[src/rtl/alu_pkg.sv]
// alu_pkg
// Shared definitions for the ALU arbiter slice.
//   - ALU_Ctl operation codes
//   - arbiter FSM state encoding
//   - is_legal_ctl(): true for the six supported operation codes
package alu_pkg;

  localparam logic [3:0] CTL_AND = 4'b0000;
  localparam logic [3:0] CTL_OR  = 4'b0001;
  localparam logic [3:0] CTL_ADD = 4'b0010;
  localparam logic [3:0] CTL_SUB = 4'b0110;
  localparam logic [3:0] CTL_SLT = 4'b0111;
  localparam logic [3:0] CTL_NOR = 4'b1100;

  typedef enum logic [1:0] {
    ST_IDLE = 2'd0,
    ST_EXEC = 2'd1,
    ST_RESP = 2'd2
  } state_t;

  function automatic logic is_legal_ctl(input logic [3:0] ctl);
    case (ctl)
      CTL_AND, CTL_OR, CTL_ADD, CTL_SUB, CTL_SLT, CTL_NOR: is_legal_ctl = 1'b1;
      default:                                             is_legal_ctl = 1'b0;
    endcase
  endfunction

endpackage

[src/rtl/ALU.sv]
// ALU
// Purely combinational 32-bit ALU shared by both requesters of alu_arbiter.
// Ports:
//   A, B       in  32  operands
//   ALU_Ctl    in  4   operation code (see alu_pkg)
//   ALU_Out    out 32  result, 0 for an illegal code
//   Zero_Flag  out 1   result is zero (always 0 for an illegal code)
//   Error      out 1   ALU_Ctl is not a supported code
module ALU
  import alu_pkg::*;
(
  input  logic [31:0] A,
  input  logic [31:0] B,
  input  logic [3:0]  ALU_Ctl,
  output logic [31:0] ALU_Out,
  output logic        Zero_Flag,
  output logic        Error
);

  always_comb begin
    ALU_Out = '0;
    Error   = !is_legal_ctl(ALU_Ctl);
    case (ALU_Ctl)
      CTL_AND: ALU_Out = A & B;
      CTL_OR:  ALU_Out = A | B;
      CTL_ADD: ALU_Out = A + B;
      CTL_SUB: ALU_Out = A - B;
      CTL_SLT: ALU_Out = {31'b0, ($signed(A) < $signed(B))};
      CTL_NOR: ALU_Out = ~(A | B);
      default: ALU_Out = '0;
    endcase
    // An illegal code reports a zero result but must not claim Zero_Flag.
    Zero_Flag = !Error && (ALU_Out == '0);
  end

endmodule

[src/rtl/alu_arbiter.sv]
// alu_arbiter
// Two requesters share one ALU. A request is accepted in IDLE, computed in
// EXEC and presented in RESP until the consumer takes it.
// Ports:
//   clk, reset                 clock, synchronous active-high reset
//   reqN_valid/A/B/Ctl         requester N operation (N = 0, 1)
//   reqN_ready                 out: requester N accepted this cycle
//   rsp_valid/id/Output/
//   rsp_Zero_Flag/rsp_Error    out: registered response
//   rsp_ready                  in:  consumer takes the response
//   op_count                   out: completed responses, wraps at 2^CNT_W
module alu_arbiter
  import alu_pkg::*;
#(
  parameter int CNT_W = 16
) (
  input  logic             clk,
  input  logic             reset,
  input  logic             req0_valid,
  input  logic [31:0]      req0_A,
  input  logic [31:0]      req0_B,
  input  logic [3:0]       req0_Ctl,
  output logic             req0_ready,
  input  logic             req1_valid,
  input  logic [31:0]      req1_A,
  input  logic [31:0]      req1_B,
  input  logic [3:0]       req1_Ctl,
  output logic             req1_ready,
  output logic             rsp_valid,
  output logic             rsp_id,
  output logic [31:0]      rsp_Output,
  output logic             rsp_Zero_Flag,
  output logic             rsp_Error,
  input  logic             rsp_ready,
  output logic [CNT_W-1:0] op_count
);

  state_t      state;
  logic        last_grant;
  logic [31:0] lat_a;
  logic [31:0] lat_b;
  logic [3:0]  lat_ctl;
  logic        lat_id;

  logic        any_valid;
  logic        grant_id;
  logic [31:0] alu_out;
  logic        alu_zero;
  logic        alu_err;

  // On a tie the requester that did not win last time goes next; otherwise
  // the single valid requester wins (grant_id is don't-care with none valid).
  always_comb begin
    any_valid = req0_valid | req1_valid;
    grant_id  = (req0_valid && req1_valid) ? ~last_grant : req1_valid;
  end

  // The ready pulse has to coincide with the accepting IDLE cycle, so it is
  // decoded from the state register rather than registered itself.
  assign req0_ready = !reset && (state == ST_IDLE) && any_valid && !grant_id;
  assign req1_ready = !reset && (state == ST_IDLE) && any_valid &&  grant_id;

  ALU u_alu (
    .A         (lat_a),
    .B         (lat_b),
    .ALU_Ctl   (lat_ctl),
    .ALU_Out   (alu_out),
    .Zero_Flag (alu_zero),
    .Error     (alu_err)
  );

  always_ff @(posedge clk) begin
    if (reset) begin
      state         <= ST_IDLE;
      last_grant    <= 1'b1;
      lat_a         <= '0;
      lat_b         <= '0;
      lat_ctl       <= '0;
      lat_id        <= 1'b0;
      op_count      <= '0;
      rsp_valid     <= 1'b0;
      rsp_id        <= 1'b0;
      rsp_Output    <= '0;
      rsp_Zero_Flag <= 1'b0;
      rsp_Error     <= 1'b0;
    end else begin
      case (state)
        ST_IDLE: begin
          if (any_valid) begin
            lat_a      <= grant_id ? req1_A   : req0_A;
            lat_b      <= grant_id ? req1_B   : req0_B;
            lat_ctl    <= grant_id ? req1_Ctl : req0_Ctl;
            lat_id     <= grant_id;
            last_grant <= grant_id;
            state      <= ST_EXEC;
          end
        end
        ST_EXEC: begin
          rsp_Output    <= alu_out;
          rsp_Zero_Flag <= alu_zero;
          rsp_Error     <= alu_err;
          rsp_id        <= lat_id;
          rsp_valid     <= 1'b1;
          state         <= ST_RESP;
        end
        ST_RESP: begin
          if (rsp_ready) begin
            rsp_valid <= 1'b0;
            op_count  <= CNT_W'(op_count + 1'b1);
            state     <= ST_IDLE;
          end
        end
        default: state <= ST_IDLE;
      endcase
    end
  end

endmodule

[config.mk]
export PLATFORM = sky130hd
export DESIGN_NAME = alu_arbiter
export DESIGN_NICKNAME = d
export VERILOG_FILES = /design/src/rtl/alu_pkg.sv /design/src/rtl/ALU.sv /design/src/rtl/alu_arbiter.sv
export SDC_FILE = /design/constraint.sdc
export NUM_CORES = 1
export LEC_CHECK = 0
export BUFFER_PORTS_ARGS = -buffer_cell sky130_fd_sc_hd__buf_2
export CAP_MARGIN = 10
export CORE_MARGIN = 2
export CORE_UTILIZATION = 52
export DETAILED_ROUTE_END_ITERATION = 12
export GPL_ROUTABILITY_DRIVEN = 1
export PLACE_DENSITY = 0.84
export SLEW_MARGIN = 20
export SYNTH_ARGS = -nofsm -noshare
export SYNTH_HDL_FRONTEND = slang
export SYNTH_SLANG_ARGS = --single-unit
[constraint.sdc]
create_clock -name clk -period 2.9 [get_ports clk]
set_input_delay 0.29 -clock clk [delete_from_list [all_inputs] [get_ports clk]]
set_output_delay 0.29 -clock clk [all_outputs]
set_load 0.05 [all_outputs]
* Word level (Yosys, flattened, before mapping)
Index checks and enable logic that the tools add are counted.
** Word-level totals
- Output and inout bits :: 54
- Word-level logic and storage cells :: 59
- Flip-flop bits (word level) :: 124
** Cells by class
- $add $sub $neg :: 3
- $lt $le $gt $ge :: 1
- Reduce and logical (&&, ||, !) cells :: 18
- Equality and inequality tests :: 9
- Mux-type cells :: 11
- Bitwise logic cells :: 5
** Operator list (number)
- $pmux W32 S6 :: 1
- $mux W32 :: 2
- $add A32 B32 Y32 :: 1
- $and A32 B32 Y32 :: 1
- $logic_not A32 Y1 :: 1
- $lt A32 B32 Y1 :: 1
- $not A32 Y32 :: 1
- $or A32 B32 Y32 :: 1
- $sub A32 B32 Y32 :: 1
- $add A16 B1 Y16 const B :: 1
- $eq A4 B3 Y1 const B :: 2
- $reduce_and A2 Y1 :: 4
- $logic_and A1 B1 Y1 :: 6
- $pmux W2 S3 :: 1
- $reduce_or A6 Y1 :: 1
- $eq A4 B1 Y1 const B :: 1
- $eq A4 B2 Y1 const B :: 1
- $eq A4 B4 Y1 const B :: 1
- $logic_not A4 Y1 :: 1
- $mux W2 :: 2
- $mux W4 :: 1
- $ne A2 B2 Y1 const B :: 2
- $logic_not A1 Y1 :: 3
- $mux W1 :: 3
- 7 further kinds :: 7

* Logic depth before layout (Yosys ltp)
- Word-level depth :: 5
- Depth in mapped cells :: 14
- Mapped depth without buffers :: 14

* Modules after synthesis
From an unflattened synthesis, not the netlist that was laid out.
** Unflattened totals
- Cell total of the unflattened synthesis :: 1461
- Area, all modules :: 11080.6 sq um
** Modules (own cells, without submodules)
- ALU :: sequential area each 0.0 sq um, cells each 893, times used 1, area an instance 5973.2 sq um
- alu_arbiter :: sequential area each 2482.4 sq um, cells each 568, times used 1, area an instance 5107.4 sq um

* Worst setup path after synthesis
OpenSTA, ideal clock, no wires.
- Path type :: register to register
- Start :: reg lat_a[0]
- End :: reg rsp_Zero_Flag
- Path buffers :: 0
- Path slack :: -0.239 ns
- Cell stages (with the launch flop) :: 15
- Arrival :: 3.081 ns
- Required time :: 2.841 ns
- Path through :: dfxtp_1 -> inv_1 -> ha_1 -> fa_1 -> nor2_1 -> o211ai_1 -> a31oi_1 -> a211oi_1 -> or4_1 -> a31oi_1 -> o2111ai_1 -> nor4_1 -> nand4_1 -> nor4_2 -> a31o_1
** On the way
- Longest elaborated chain between the ends :: 5
** Ends and longest elaborated chain
- from (decl) :: RTL line alu_arbiter.sv:40 : logic [31:0] lat_a;
- from (signal assigned) :: RTL line alu_arbiter.sv:90 : lat_a <= grant_id ? req1_A : req0_A;
- branches (longest 2 deep; another with $sub A32 B32 Y32)
- $pmux W32 S6 (*) :: RTL line ALU.sv:23 : case (ALU_Ctl)
- $logic_not A32 Y1 (*) :: RTL line ALU.sv:33 : Zero_Flag = !Error && (ALU_Out == '0);
- $logic_and A1 B1 Y1 (*) :: RTL line ALU.sv:33
- to (signal assigned) :: RTL line alu_arbiter.sv:100 : rsp_Zero_Flag <= alu_zero;
- to (decl) :: RTL line alu_arbiter.sv:32 : output logic rsp_Zero_Flag,
Mark *: on every way between the ends.
A chain may end at the register's enable or synchronous reset.

* Worst setup path in the final report
Ends and elaborated chain as after synthesis.

==> impl_metrics.env <==
export IMPL_switchingPower_mw=4.24
export IMPL_insertion_delay_ps=450
export IMPL_ys_warn_count=0
export IMPL_layout_common_cells="buf_4, nor2_1, buf_2, dfxtp_1, a211oi_1"
export IMPL_intPower_mw=5.81
export IMPL_wl_met2_um=20200
export IMPL_leakage_nw=7.41
export IMPL_drtPass1Iterations=6
export IMPL_startpoint_type="flip-flop"
export IMPL_clock_power_share_pct=21.5
export IMPL_core_mm2=0.0202
export IMPL_route_detailed_drc=0
export IMPL_ys_async_sr_fraction_pct=0
export IMPL_switching_share_pct=42.2
export IMPL_fin_crit_ps=3520
export IMPL_synth_largest_area_cell="dfxtp_1"
export IMPL_diodes=0
export IMPL_numCtsBuffers=17
export IMPL_crit_type="reg2reg"
export IMPL_ios=195
export IMPL_grt_overflow_total=0
export IMPL_drt_met1_wl_um=19700
export IMPL_ys_flop_type="dfxtp_1"
export IMPL_cp_max_fo=3
export IMPL_cts_root_buf="clkbuf_16"
export IMPL_layout_cells_most_common="buf_4"
export IMPL_ant_nets=0
export IMPL_pwr_share_seq_pct=20.3
export IMPL_power_frac_comb_pct=58.2
export IMPL_failed_checks="setup timing"
export IMPL_ir_drop_mv=0.464
export IMPL_synth_edf_count=0
export IMPL_synth_area_leaders="dfxtp_1, ha_1, nor2_1, mux2i_1, a211oi_1"
export IMPL_initial_core_util_pct=52.9
export IMPL_antenna_found_initial=0
export IMPL_top_layer_used="met4"
export IMPL_worstMarginPinSlew_ps=842
export IMPL_fillers=1198
export IMPL_fmax_mhz=284
export IMPL_min_period_over_period_pct=121
export IMPL_synthDistinctLibCells=80
export IMPL_num_nets_final=2172
export IMPL_cts_clk_slew_worst_paths_ps=70
export IMPL_syn_area_mm2=0.0107
export IMPL_std_cell_rows=52
export IMPL_cts_tree="yes"
export IMPL_dp_hpwl_um=33500
export IMPL_die_w_um=147
export IMPL_synth_seq_cells=124
export IMPL_viasPerCell=6.14
export IMPL_grt_max_degree=67
export IMPL_finalPower_mw=10.0
export IMPL_timing_final_ws_setup_ps=-620
export IMPL_first_iter_violations=1802
export IMPL_wl_um=47200
export IMPL_wl_per_cell_um=21.4
export IMPL_grt_pass1_vias=12654
export IMPL_synth_cells=1398
export IMPL_end_kind="flip-flop"
export IMPL_gp_congestion=1.02
export IMPL_setup_viol=12
export IMPL_hold_class="in2reg"
export IMPL_outcome="finished with violations"
export IMPL_die_height_um=147
export IMPL_worstPathRequired_ps=3290
export IMPL_port_buffers=194
export IMPL_worst_clock_skew_ps=18.5
export IMPL_place_inst=2141
export IMPL_drive_above_1_share_pct=43.6
export IMPL_clk_path_buf_depth=2
export IMPL_grt_usage_pct=40.2
export IMPL_synth_seq_area_share_pct=23.3
export IMPL_die_area_mm2=0.0217
export IMPL_post_route_util_pct=82.2
export IMPL_drv_slew=0
export IMPL_synth_fp_nets=1650
export IMPL_area_growth_syn_to_layout_pct=55.4
export IMPL_via_count=13528
export IMPL_cts_htree_levels=4
export IMPL_grt_first_pass_wirelength_um=68400
export IMPL_final_cell_count_no_fill=2202
export IMPL_finalSetupTns_ps=-2540
export IMPL_finalHoldViolCount=0
export IMPL_max_slew_margin_pct=43.9
export IMPL_met3_length_um=5530
export IMPL_rsz0062_at_grt="true"
export IMPL_drv_cap=0
export IMPL_p_per_area_mw_per_mm2=606
export IMPL_crit_arrival_ps=3910
export IMPL_avgSynthCellArea_um2=7.63
export IMPL_cts_sinks=124
export IMPL_netlist_area_leader_share_pct=23.3
==> power by group through the flow <==
stage | combinational (mW) | clock, mW | sequential, mW
after floorplan | 2.28 | 0 | 2.21
after global placement | 4.63 | 0 | 2.03
after detailed placement | 4.71 | 0 | 2.04
after CTS | 5.19 | 2.14 | 2.02
after global routing | 6.11 | 2.23 | 2.05
final | 5.85 | 2.16 | 2.03
==> synth_stat cells (all sizes together), types with 16 or more instances <==
| library cell | count |
|---|---|
| inv | 105 |
| nor2 | 216 |
| nand3 | 28 |
| a21oi | 81 |
| ha | 109 |
| nor4 | 16 |
| clkbuf | 60 |
| dfxtp | 124 |
| o21ai | 44 |
| buf | 37 |
| a211oi | 103 |
| nand2 | 77 |
| nor3 | 40 |
| o31ai | 21 |
| mux2i | 77 |
==> metrics by stage <==
step / hold slack (ps) / setup slack (ps) / area, µm²
floorplan: 430 / -71.3 / 10800
global placement: 444 / -714 / 14600
detailed placement: 453 / -749 / 14600
CTS: 145 / -522 / 15900
global route: 153 / -752 / 16600
finish: 141 / -620 / 16600
==> routing by layer <==
metal  GRT usage, %  vias up
met5              0        -
met4           13.3        0
met3           9.84      174
met2           61.3      988
met1           55.8     6249
li1               -     6117
==> final timing paths <==
check / start / endpoint / slack (ps) / depth (start not counted)
worst max-delay path: lat_a[0] / rsp_Zero_Flag / -620 / 15
worst min-delay path: rsp_ready / state[1] / 140 / 3
worst max register to register: lat_a[0] / rsp_Zero_Flag / -620 / 15
worst min register to register: rsp_Output[7] / rsp_Output[7] / 460 / 2
==> logic make-up after synthesis <==
logic type | count (synthesis) | share of synthesized area, %
AOI/OAI and AO/OA | 412 | 27.9
xor gates and xnor gates | 26 | 2.13
adders and majority gates | 111 | 13.2
and+or+nand+nor | 446 | 18.9
DFF | 124 | 23.3
buffers and inverters | 202 | 7.45
muxes | 77 | 7.22
==> registers in the layout, indices dropped and copies added, names as in the netlist <==
| signal | flops |
|---|---|
| state | 2 |
| rsp_valid | 1 |
| rsp_Output | 32 |
| lat_ctl | 4 |
| rsp_Zero_Flag | 1 |
| lat_a | 32 |
| lat_b | 32 |
| rsp_id | 1 |
| last_grant | 1 |
| op_count | 16 |
| rsp_Error | 1 |
| lat_id | 1 |
==> critical path: stages (launching register included) <==
cell and delay (ps):
dfxtp_2 350, inv_2 50, ha_4 160, fa_2 410
nand2_1 120, o21ai_1 90, xnor2_1 210, o22ai_1 140
or4_4 570, nor4_2 190, nand4_1 160, nor4_1 300
buf_4 170, nand4_1 160, nor4_2 200, a31o_1 170
==> layout make-up <==
cell class              count  area (µm²)  share of cell area [%]
multi-input cells        1072        8560                    51.6
repair buffers            600        4200                    25.3
inverters                 105         404                    2.44
flip-flops and latches    124        2510                    15.2
well taps                 270         338                    2.04
clock buffers              19         443                    2.67
clock inverters            12         124                   0.747
==> timing repair <==
action                                 4_1_cts  5_1_grt
endpoints found under the hold margin        0        0
hold buffers                                 0        0
pin swaps                                   68       63
setup endpoints to repair                   18       21
gates resized for setup                    131      139
buffers inserted                            22       16
(Power assumes the default switching activity.)
